## src/rtl/imem_access_ctrl_pkg.sv

```systemverilog
`default_nettype none
// =============================================================================
// Package : imem_ctrl_pkg
// Brief   : Shared types and constants for the instruction-memory access controller.
// Revision: 1.0
// =============================================================================
package imem_ctrl_pkg;

    localparam int   BPW       = 4;
    localparam logic REQ_FETCH = 1'b0;
    localparam logic REQ_LD    = 1'b1;

    typedef enum logic [1:0] {
        IDLE = 2'd0,
        RD   = 2'd1,
        WR   = 2'd2,
        ACK  = 2'd3
    } state_t;

    function automatic logic [7:0] byte_lane(input logic [31:0] word, input logic [1:0] k);
        return word[{k, 3'b000} +: 8];
    endfunction

endpackage
`default_nettype wire

```

## src/rtl/imem_access_ctrl_if.sv

```systemverilog
`default_nettype none
// =============================================================================
// Interface : imem_access_ctrl_if
// Brief     : Fetch, loader and byte-wide memory signals of the access controller.
// Revision  : 1.0
// =============================================================================
interface imem_access_ctrl_if #(
    parameter int ADDR_W = 16
);
    logic              fetch_req;
    logic [31:0]       fetch_addr;
    logic              fetch_ack;
    logic [31:0]       fetch_rdata;
    logic              ld_req;
    logic [31:0]       ld_addr;
    logic [31:0]       ld_wdata;
    logic              ld_ack;
    logic              busy;
    logic [ADDR_W-1:0] mem_addr;
    logic              mem_we;
    logic [7:0]        mem_wdata;
    logic [7:0]        mem_rdata;

    modport slave (
        input  fetch_req, fetch_addr, ld_req, ld_addr, ld_wdata, mem_rdata,
        output fetch_ack, fetch_rdata, ld_ack, busy, mem_addr, mem_we, mem_wdata
    );

    modport master (
        output fetch_req, fetch_addr, ld_req, ld_addr, ld_wdata, mem_rdata,
        input  fetch_ack, fetch_rdata, ld_ack, busy, mem_addr, mem_we, mem_wdata
    );

endinterface
`default_nettype wire

```

## src/rtl/imem_access_ctrl_arb2.sv

```systemverilog
`default_nettype none
// =============================================================================
// Module  : imem_arb2
// Brief   : Two-requester one-hot arbiter; loader priority, or round-robin
//           when IMEM_ARB_RR_EN is defined.
// Revision: 1.0
// =============================================================================
module imem_arb2
    import imem_ctrl_pkg::*;
(
    input  wire logic [1:0] req,
    input  wire logic       en,
`ifdef IMEM_ARB_RR_EN
    input  wire logic       last,
`endif
    output logic      [1:0] gnt
);

    always_comb begin
        gnt = 2'b00;
        if (en) begin
`ifdef IMEM_ARB_RR_EN
            // On contention the requester that was not served last wins.
            if (req[REQ_LD] && req[REQ_FETCH]) begin
                if (last == REQ_LD) begin
                    gnt[REQ_FETCH] = 1'b1;
                end else begin
                    gnt[REQ_LD] = 1'b1;
                end
            end else begin
                gnt = req;
            end
`else
            if (req[REQ_LD]) begin
                gnt[REQ_LD] = 1'b1;
            end else if (req[REQ_FETCH]) begin
                gnt[REQ_FETCH] = 1'b1;
            end
`endif
        end
    end

endmodule
`default_nettype wire

```

## src/rtl/imem_access_ctrl.sv

```systemverilog
`default_nettype none
// =============================================================================
// Module  : imem_access_ctrl
// Brief   : Shares a byte-wide instruction memory between fetch (word reads)
//           and loader (word writes); optional macro IMEM_ARB_RR_EN.
// Revision: 1.0
// =============================================================================
module imem_access_ctrl
    import imem_ctrl_pkg::*;
#(
    parameter int ADDR_W = 16
) (
    input  wire logic         clk,
    input  wire logic         rst,
    imem_access_ctrl_if.slave bus
);

    localparam logic [1:0] c_last_k = 2'(BPW - 1);

    state_t            r_state;
    logic [1:0]        r_k;
    logic [ADDR_W-3:0] r_base;
    logic [31:0]       r_wdata;
    logic [31:0]       r_word;
    logic              r_we;
`ifdef IMEM_ARB_RR_EN
    logic              r_last;
`endif
    logic [1:0]        w_req;
    logic [1:0]        w_gnt;
    logic [1:0]        w_k_nx;
    logic [31:0]       w_word;
    logic              w_unused;

    assign w_unused = ^{bus.fetch_addr[31:ADDR_W], bus.fetch_addr[1:0],
                        bus.ld_addr[31:ADDR_W], bus.ld_addr[1:0]};
    assign w_k_nx   = r_k + 2'd1;

    // Reset kills the in-flight byte write in the same cycle it is raised.
    assign bus.mem_we = r_we & ~rst;

    always_comb begin
        w_req            = 2'b00;
        w_req[REQ_FETCH] = bus.fetch_req;
        w_req[REQ_LD]    = bus.ld_req;
    end

    always_comb begin
        w_word = r_word;
        w_word[{r_k, 3'b000} +: 8] = bus.mem_rdata;
    end

    imem_arb2 u_arb (
        .req  (w_req),
        .en   (r_state == IDLE),
`ifdef IMEM_ARB_RR_EN
        .last (r_last),
`endif
        .gnt  (w_gnt)
    );

    always_ff @(posedge clk) begin
        if (rst) begin
            r_state         <= IDLE;
            r_k             <= 2'd0;
            r_base          <= '0;
            r_wdata         <= '0;
            r_word          <= '0;
            r_we            <= 1'b0;
            bus.fetch_ack   <= 1'b0;
            bus.ld_ack      <= 1'b0;
            bus.busy        <= 1'b0;
            bus.mem_addr    <= '0;
            bus.mem_wdata   <= '0;
            bus.fetch_rdata <= '0;
`ifdef IMEM_ARB_RR_EN
            r_last          <= REQ_FETCH;
`endif
        end else begin
            bus.fetch_ack <= 1'b0;
            bus.ld_ack    <= 1'b0;
            case (r_state)
                IDLE: begin
                    r_k <= 2'd0;
                    if (w_gnt[REQ_LD]) begin
                        r_base        <= bus.ld_addr[ADDR_W-1:2];
                        r_wdata       <= bus.ld_wdata;
                        bus.mem_addr  <= {bus.ld_addr[ADDR_W-1:2], 2'b00};
                        bus.mem_wdata <= bus.ld_wdata[7:0];
                        r_we          <= 1'b1;
                        bus.busy      <= 1'b1;
                        r_state       <= WR;
`ifdef IMEM_ARB_RR_EN
                        r_last        <= REQ_LD;
`endif
                    end else if (w_gnt[REQ_FETCH]) begin
                        r_base        <= bus.fetch_addr[ADDR_W-1:2];
                        bus.mem_addr  <= {bus.fetch_addr[ADDR_W-1:2], 2'b00};
                        bus.busy      <= 1'b1;
                        r_state       <= RD;
`ifdef IMEM_ARB_RR_EN
                        r_last        <= REQ_FETCH;
`endif
                    end
                end
                RD: begin
                    r_word <= w_word;
                    if (r_k == c_last_k) begin
                        bus.fetch_rdata <= w_word;
                        bus.fetch_ack   <= 1'b1;
                        r_state         <= ACK;
                    end else begin
                        r_k          <= w_k_nx;
                        bus.mem_addr <= {r_base, w_k_nx};
                    end
                end
                WR: begin
                    if (r_k == c_last_k) begin
                        r_we       <= 1'b0;
                        bus.ld_ack <= 1'b1;
                        r_state    <= ACK;
                    end else begin
                        r_k           <= w_k_nx;
                        bus.mem_addr  <= {r_base, w_k_nx};
                        bus.mem_wdata <= byte_lane(r_wdata, w_k_nx);
                    end
                end
                ACK: begin
                    bus.busy <= 1'b0;
                    r_state  <= IDLE;
                end
                default: r_state <= IDLE;
            endcase
        end
    end

endmodule
`default_nettype wire

```

## src/flat_wrapper.sv

```systemverilog
// flat-port wrapper written by rule: the top's interface ports become plain ports
module imem_access_ctrl_flat import imem_ctrl_pkg::*;
#(
    parameter int ADDR_W = 16
)
  (clk, rst, bus_fetch_req, bus_fetch_addr, bus_ld_req, bus_ld_addr, bus_ld_wdata, bus_mem_rdata, bus_fetch_ack, bus_fetch_rdata, bus_ld_ack, bus_busy, bus_mem_addr, bus_mem_we, bus_mem_wdata);
  imem_access_ctrl_if #(.ADDR_W(ADDR_W)) bus_i ();
  input  wire logic clk;
  input  wire logic rst;
  input wire logic [$bits(bus_i.fetch_req)-1:0] bus_fetch_req;
  input wire logic [$bits(bus_i.fetch_addr)-1:0] bus_fetch_addr;
  input wire logic [$bits(bus_i.ld_req)-1:0] bus_ld_req;
  input wire logic [$bits(bus_i.ld_addr)-1:0] bus_ld_addr;
  input wire logic [$bits(bus_i.ld_wdata)-1:0] bus_ld_wdata;
  input wire logic [$bits(bus_i.mem_rdata)-1:0] bus_mem_rdata;
  output wire logic [$bits(bus_i.fetch_ack)-1:0] bus_fetch_ack;
  output wire logic [$bits(bus_i.fetch_rdata)-1:0] bus_fetch_rdata;
  output wire logic [$bits(bus_i.ld_ack)-1:0] bus_ld_ack;
  output wire logic [$bits(bus_i.busy)-1:0] bus_busy;
  output wire logic [$bits(bus_i.mem_addr)-1:0] bus_mem_addr;
  output wire logic [$bits(bus_i.mem_we)-1:0] bus_mem_we;
  output wire logic [$bits(bus_i.mem_wdata)-1:0] bus_mem_wdata;
  assign bus_i.fetch_req = bus_fetch_req;
  assign bus_i.fetch_addr = bus_fetch_addr;
  assign bus_i.ld_req = bus_ld_req;
  assign bus_i.ld_addr = bus_ld_addr;
  assign bus_i.ld_wdata = bus_ld_wdata;
  assign bus_i.mem_rdata = bus_mem_rdata;
  assign bus_fetch_ack = bus_i.fetch_ack;
  assign bus_fetch_rdata = bus_i.fetch_rdata;
  assign bus_ld_ack = bus_i.ld_ack;
  assign bus_busy = bus_i.busy;
  assign bus_mem_addr = bus_i.mem_addr;
  assign bus_mem_we = bus_i.mem_we;
  assign bus_mem_wdata = bus_i.mem_wdata;
  imem_access_ctrl #(.ADDR_W(ADDR_W)) u_core (.clk(clk), .rst(rst), .bus(bus_i));
endmodule
```

## config.mk

```make
export PLATFORM = sky130hd
export DESIGN_NAME = imem_access_ctrl_flat
export DESIGN_NICKNAME = d
export VERILOG_FILES = /design/src/rtl/imem_access_ctrl_pkg.sv /design/src/rtl/imem_access_ctrl_if.sv /design/src/rtl/imem_access_ctrl_arb2.sv /design/src/rtl/imem_access_ctrl.sv /design/src/flat_wrapper.sv
export SDC_FILE = /design/constraint.sdc
export NUM_CORES = 1
export LEC_CHECK = 0
export ABC_CLOCK_PERIOD_IN_PS = 3000
export CAP_MARGIN = 20
export CORE_UTILIZATION = 45
export CTS_CLUSTER_DIAMETER = 40
export DETAILED_ROUTE_END_ITERATION = 7
export PLACE_DENSITY = 0.75
export SLEW_MARGIN = 30
export SYNTH_ARGS = -nofsm -noshare
export SYNTH_HDL_FRONTEND = slang
export SYNTH_SLANG_ARGS = --single-unit
```

## constraint.sdc

```tcl
create_clock -name clk -period 3 [get_ports clk]
set_clock_uncertainty 0.05 [all_clocks]
set_input_delay 0.3 -clock clk [delete_from_list [all_inputs] [get_ports clk]]
set_output_delay 0.3 -clock clk [all_outputs]
set_load 0.02 [all_outputs]
```

==> flow_summary.toml, run 1 <==
[run_status]
status = "finished clean"

[routing]
vias = 5785
firstDrtPassIters = 4
m1WireLength_um = 7767
antenna_left = 0
drc = 0
wl_met3_um = 746
wl_met2_um = 7826
routedWlPerCell_um = 16.01
dr.max_layer_used = "met4"
finalWirelength_um = 16700
drt-vias-per-instance = 5.547
drt_iter0_drc = 393

[clock_network]
clock_latency_ns = 0.42
clk_pin_slew_ns = 0.06
root_buffer = "clkbuf_16"
cts_buffer_depth = 2
cts_post_setup_buffers_inserted = 0
cts-hold-fix-buffers = 0
htreeDepth = 4
cts_sinks = 142
ctsResizeCount = 0
numCtsBuffers = 17
cts_tree = "built"

[finish]
final_nets = 968
final_cells = 1043
diodes = 0
stdcell_area_um2 = 8358
multiInputGateArea_um2 = 3248
drive_above_1_share_pct = 6.952
area_delta_synth_final_pct = 29.33
final.fill_count = 1225
seqCellArea_um2 = 2843
fin_util_pct = 59.98

[global_route]
grt_max_degree = 47
gr-usage-all-layers_pct = 23.36
grt-ovfl-total = 0
antenna_found_initial = 0
grt_first_pass_wirelength_um = 26970
first_global_vias = 5358

[pwr]
power_frac_clock_pct = 29.4
power.internal_mw = 4.633
p_per_area_nw_per_um2 = 853.6
p_leak_nw = 3.008
p_sw_share_pct = 35.07
p_comb_share_pct = 37.2
ir_worst_vdd_mv = 0.5017
switchingPower_mw = 2.502
p_seq_share_pct = 33.4

[setup_path]
r2r_end = "u_core.r_word[18]"
cp.required_ns = 3.28
cp.arrival_ns = 2.89
rr_worst_depth = 5
slowest_stage = "ha_1"
r2r-start = "u_core.r_k[0]"
cp_cell_sequence = "inv_1 -> ha_1 -> and4bb_2 -> nand3_1 -> o21ai_0"
cp_max_fo = 15
path_class = "flip-flop to flip-flop"
worst_setup_path_end_kind = "flip-flop"
worst_setup_path_start_kind = "flip-flop"
critPathMaxStageDelay_ns = 0.66
r2r_setup_slack_ns = 0.39

[synthesis]
synth_edf_count = 0
synth_flop_cell = "dfxtp_1"
yosysTopAreaCell = "dfxtp_1"
synth_top_area_share_pct = 43.99
syn_area_um2 = 6462
syn_nets = 870
ys_top_cells_by_area = "dfxtp_1, nand2_1, a311oi_1"
yosysUniqueCellTypes = 45
synth.yosys.warnings = 0
async_flop_share_pct = 0
synth_seq_cells = 142
ys_top_cells_by_count = "dfxtp_1, nand2_1, a21oi_1"
avgSynthCellArea_um2 = 8.594
synth_cells = 752
ys_seq_area_share_pct = 43.99
synth_most_common_cell = "dfxtp_1"

[timing]
rsz0062_at_grt = "no"
worst_slew_pin_slew_ns = 0.9490
post-route-min-period_ns = 2.608
hold_violations = 0
whs_ns = 0.2523
fmax_mhz = 383.4
setup_viol = 0
fin_crit_sh_pct = 86.94
drv_slew = 0
fin_setup_tns_ns = 0
maxSlewHeadroom_pct = 36.26

[floorplan]
num_io_pins = 168
dieArea_um2 = 14840
rows = 43
chipHeight_um = 121.8
die_width_um = 121.8
design.core.area_um2 = 13930
initial_core_util_pct = 46.38

[place]
dpl-instance-area_um2 = 7767
hpwl_um = 10890
dp.cells = 1011
io_buffers = 131
routabilityCongestion = 0.8314

[hold_path]
min_path_type = "input pin to flip-flop"
holdCritStartpoint = "rst"
min_to = "u_core.r_word[16]"
hold_path_depth = 2

[run]
max-cap-violations = 0
per-layer routing:
layer  vias up  global-route usage [%]
met1      2705                   31.02
met2       158                   36.51
met3        27                   4.635
met5         -                       0
li1       2895                       -
met4         0                   10.42
flip-flops by register name (all words and copies together) (netlist names):
name / count
u_core.bus.fetch_rdata: 32
u_core.r_wdata: 32
u_core.r_word: 32
u_core.bus.mem_addr: 16
u_core.r_base: 14
u_core.bus.mem_wdata: 8
u_core.r_k: 2
u_core.r_state: 2
u_core.bus.busy: 1
u_core.bus.fetch_ack: 1
u_core.bus.ld_ack: 1
u_core.r_we: 1
kinds of logic after synthesis:
kind of cell | count (synthesis) | share of synthesized area, %
AOI/OAI and AO/OA | 186 | 21.10
and+or+nand+nor | 324 | 24.74
muxes | 16 | 2.478
buffers and inverters | 74 | 5.750
adders and majority gates | 10 | 1.936
DFF | 142 | 43.99
power groups by stage:
stage	combinational [mW]	clock (mW)	sequential (mW)
final	2.65	2.10	2.39
after CTS	2.64	2.13	2.38
after floorplan	1.73	0	2.56
after detailed placement	2.62	0	2.42
after global placement	2.60	0	2.42
after global routing	2.88	2.23	2.42
critical path, delay by kind of cell, from the launching register on:
family	cells	cell delay, ns
simple gates	2	0.70
buf+inv	1	0.34
fa+ha+maj	1	0.66
compound gates	1	0.26
flops	1	0.50
metrics by stage:
stage	setup slack, ns	total power, mW
floorplan	0.7063	4.286
global placement	0.5220	5.011
detailed placement	0.4703	5.039
CTS	0.4240	7.153
global route	0.2588	7.538
finish	0.3919	7.135
final cells by class:
class                           instances  area share [%]
Tap cell                              180           2.695
Multi-Input combinational cell        536           38.86
Clock inverter                          5          0.9281
Clock buffer                           27           6.138
Timing Repair Buffer                  147           17.10
Inverter                                6          0.2695
Sequential cell                       142           34.01
cells in the final DEF, fill, tap and decap left out, types with 2 or more instances in the layout:
cell | Yosys | routed
nor2b_1 | 20 | 20
o22a_1 | 8 | 8
nand3_1 | 33 | 33
nand3b_1 | 9 | 9
ha_1 | 10 | 10
and3_1 | 14 | 14
nand2b_1 | 31 | 31
nor4bb_1 | 2 | 2
a211o_1 | 14 | 14
bufinv_16 | 0 | 2
o31ai_1 | 2 | 2
clkbuf_8 | 0 | 5
nand2_1 | 121 | 121
clkbuf_16 | 0 | 17
and2_1 | 4 | 4
dfxtp_1 | 142 | 142
clkdlybuf4s50_1 | 0 | 130
clkinv_2 | 0 | 2
a21oi_1 | 51 | 51
nor2_1 | 49 | 49
a221oi_1 | 8 | 8
and4bb_2 | 2 | 2
nor3_1 | 25 | 25
clkbuf_1 | 26 | 5
mux2i_1 | 16 | 16
o21ai_0 | 29 | 29
nand4_1 | 6 | 6
inv_1 | 6 | 6
buf_4 | 12 | 17
a31oi_1 | 8 | 8
a32o_1 | 14 | 14
a311oi_1 | 40 | 40
a311oi_2 | 6 | 6
worst max path at each step:
stage,from,to,slack (ns),cells past startpoint
2_1_floorplan,u_core.r_k[0],u_core.bus.fetch_rdata[16],0.71,10
3_3_place_gp,u_core.r_k[0],u_core.r_word[19],0.52,5
3_5_place_dp,u_core.r_k[0],u_core.r_word[20],0.47,5
4_1_cts,u_core.r_k[0],u_core.r_word[18],0.42,5
5_1_grt,u_core.r_k[0],u_core.r_word[20],0.26,5
6_report,u_core.r_k[0],u_core.r_word[18],0.39,5
Note: power is estimated with default switching activity, not from simulation.
==> run 2: changes to the inputs <==
ABC_AREA = 1   (was unset)
GPL_ROUTABILITY_DRIVEN = 0   (was unset)
PLACE_DENSITY = 0.74   (was 0.75)
TNS_END_PERCENT = 5   (was unset)
==> flow_summary.toml, run 2 <==
[timing]
whs_ns = 0.1831
drv_slew = 0
worst_slew_pin_slew_ns = 0.6897
maxSlewHeadroom_pct = 54.02
setup_viol = 0
hold_violations = 0
fin_setup_tns_ns = 0
fmax_mhz = 442.6
post-route-min-period_ns = 2.259
rsz0062_at_grt = "no"
fin_crit_sh_pct = 75.32

[synthesis]
syn_area_um2 = 6859
ys_seq_area_share_pct = 41.44
synth_edf_count = 0
avgSynthCellArea_um2 = 6.422
syn_nets = 1186
synth.yosys.warnings = 0
yosysUniqueCellTypes = 25
synth_top_area_share_pct = 41.44
yosysTopAreaCell = "dfxtp_1"
synth_compound_area_share_pct = 7.479
ys_top_cells_by_count = "nor2_1, nand2_1, dfxtp_1"
synthMuxAreaShare_pct = 0
synthSimpleGateAreaFrac_pct = 37.60
synth-xor-area-share_pct = 0
synth_seq_cells = 142
async_flop_share_pct = 0
synth_cells = 1068
synth_flop_cell = "dfxtp_1"
synth_fa_ha_area_share_pct = 1.824
ys_top_cells_by_area = "dfxtp_1, nor2_1, nand2_1"
synth_top_family_by_area = "simple AND/OR/NAND/NOR gates"
synth_most_common_cell = "nor2_1"

[clock_network]
root_buffer = "clkbuf_16"
clk_pin_slew_ns = 0.06
clock_latency_ns = 0.43
cts_sinks = 142
cts_tree = "built"
cts_post_setup_buffers_inserted = 0
numCtsBuffers = 17
cts-hold-fix-buffers = 0
cts_buffer_depth = 2
ctsResizeCount = 0
htreeDepth = 4

[routing]
routedWlPerCell_um = 11.89
antenna_left = 0
drt_iter0_drc = 358
drc = 7
drt-vias-per-instance = 4.831
firstDrtPassIters = 7
finalWirelength_um = 16250
vias = 6604

[setup_path]
r2r_end = "u_core.bus.fetch_rdata[1]"
worst_setup_path_start_kind = "flip-flop"
cp.required_ns = 3.32
cp.arrival_ns = 2.58
rr_worst_depth = 7
r2r_setup_slack_ns = 0.74
r2r-start = "u_core.r_k[0]"
cp_max_fo = 27
cp-endpoint = "u_core.bus.fetch_rdata[1]"
crit_start = "u_core.r_k[0]"
path_class = "flip-flop to flip-flop"
worst_setup_path_end_kind = "flip-flop"

[global_route]
grt_first_pass_wirelength_um = 27540
gr-usage-all-layers_pct = 21.62
grt_max_degree = 68
antenna_found_initial = 0
first_global_vias = 5911
grt-ovfl-total = 0

[finish]
top_regs = "u_core.bus.fetch_rdata x32, u_core.r_wdata x32, u_core.r_word x32"
multiInputGateArea_um2 = 3219
area_delta_synth_final_pct = 28.33
final.fill_count = 1383
final_common_cell = "nor2_1"
diodes = 0
final_cells = 1367
final_cell_mix = "nor2_1, nand2_1, dfxtp_1"
final_nets = 1288
drive_above_1_share_pct = 4.734
seqCellArea_um2 = 2843

[floorplan]
rows = 44
initial_core_util_pct = 46.66
chipHeight_um = 125.5
design.core.area_um2 = 14700
num_io_pins = 168
dieArea_um2 = 15740
die_width_um = 125.5

[hold_path]
min_path_type = "input pin to flip-flop"
holdCritStartpoint = "rst"

[place]
dp.cells = 1335
hpwl_um = 10770
io_buffers = 131

[pwr]
p_leak_nw = 4.099
power_mw = 8.981
ir_worst_vdd_mv = 0.5846
p_per_area_nw_per_um2 = 1020

[run_status]
violations = "DRC"
status = "complete, but fails checks"

[run]
max-cap-violations = 0
run 2: changes by cell type after synthesis, moves of 16 or more:
cell and change:
a21oi_1 -16, a311oi_1 -40, inv_1 +117, mux2i_1 -16, nand2_1 +120, nand2b_1 -31, nand3_1 +72, nor2_1 +205
nor2b_1 -20, nor3_1 -25, o21ai_0 +27
run 2: cell type report:
cell class / instances / share of cell area [%]
Tap cell: 184 / 2.615
Clock buffer: 21 / 5.231
Sequential cell: 142 / 32.30
Clock inverter: 11 / 1.862
Inverter: 131 / 5.586
Multi-Input combinational cell: 737 / 36.57
Timing Repair Buffer: 141 / 15.84
run 2: kinds of logic after synthesis:
family	after synthesis
and+or+nand+nor	625
buffers and inverters	189
DFF	142
AOI/OAI and AO/OA	102
adders and majority gates	10
run 2: report_power, final:
group          leakage [nW]  internal [mW]  total [mW]  switching, mW
Clock                 0.303           1.43        2.23          0.805
Sequential             1.17           2.41        2.66          0.250
Combinational          2.63           1.42        4.09           2.67
Total                  4.10           5.26        8.98           3.72
run 2: per-layer routing:
layer | share of wire (%) | vias to the layer above | GRT usage [%]
li1 | - | 3503 | -
met3 | 7.0 | 23 | 6.376
met2 | 46 | 202 | 35.07
met5 | 0 | - | 0
met1 | 45 | 2876 | 27.09
met4 | 1.6 | 0 | 7.963
run 2: stage by stage:
stage | worst slack, ns | util [%] | cell area [µm²]
after floorplan | 1.214 | - | 6859
after global placement | 0.7970 | 55.64 | 8178
after detailed placement | 0.7766 | 55.64 | 8178
after CTS | 0.7618 | 59.88 | 8802
after global routing | 0.4605 | 59.88 | 8802
final | 0.7405 | 59.88 | 8802
run 2: how the worst min path moves through the flow:
stage,end,slack [ns],cells after the start
floorplan,u_core.r_wdata[0],0.40,2
global placement,u_core.r_wdata[10],0.41,2
detailed placement,u_core.r_wdata[14],0.42,2
CTS,u_core.r_we,0.17,4
global route,u_core.r_we,0.22,4
finish,u_core.r_we,0.18,4
run 2: worst max-delay path, stage by stage, from the launching register on:
cell     delay (ns)
dfxtp_1        0.31
inv_2          0.36
ha_1           0.55
nor2_1         0.46
nand4_1        0.24
nand3_1        0.14
nand2_1        0.05
inv_1          0.04
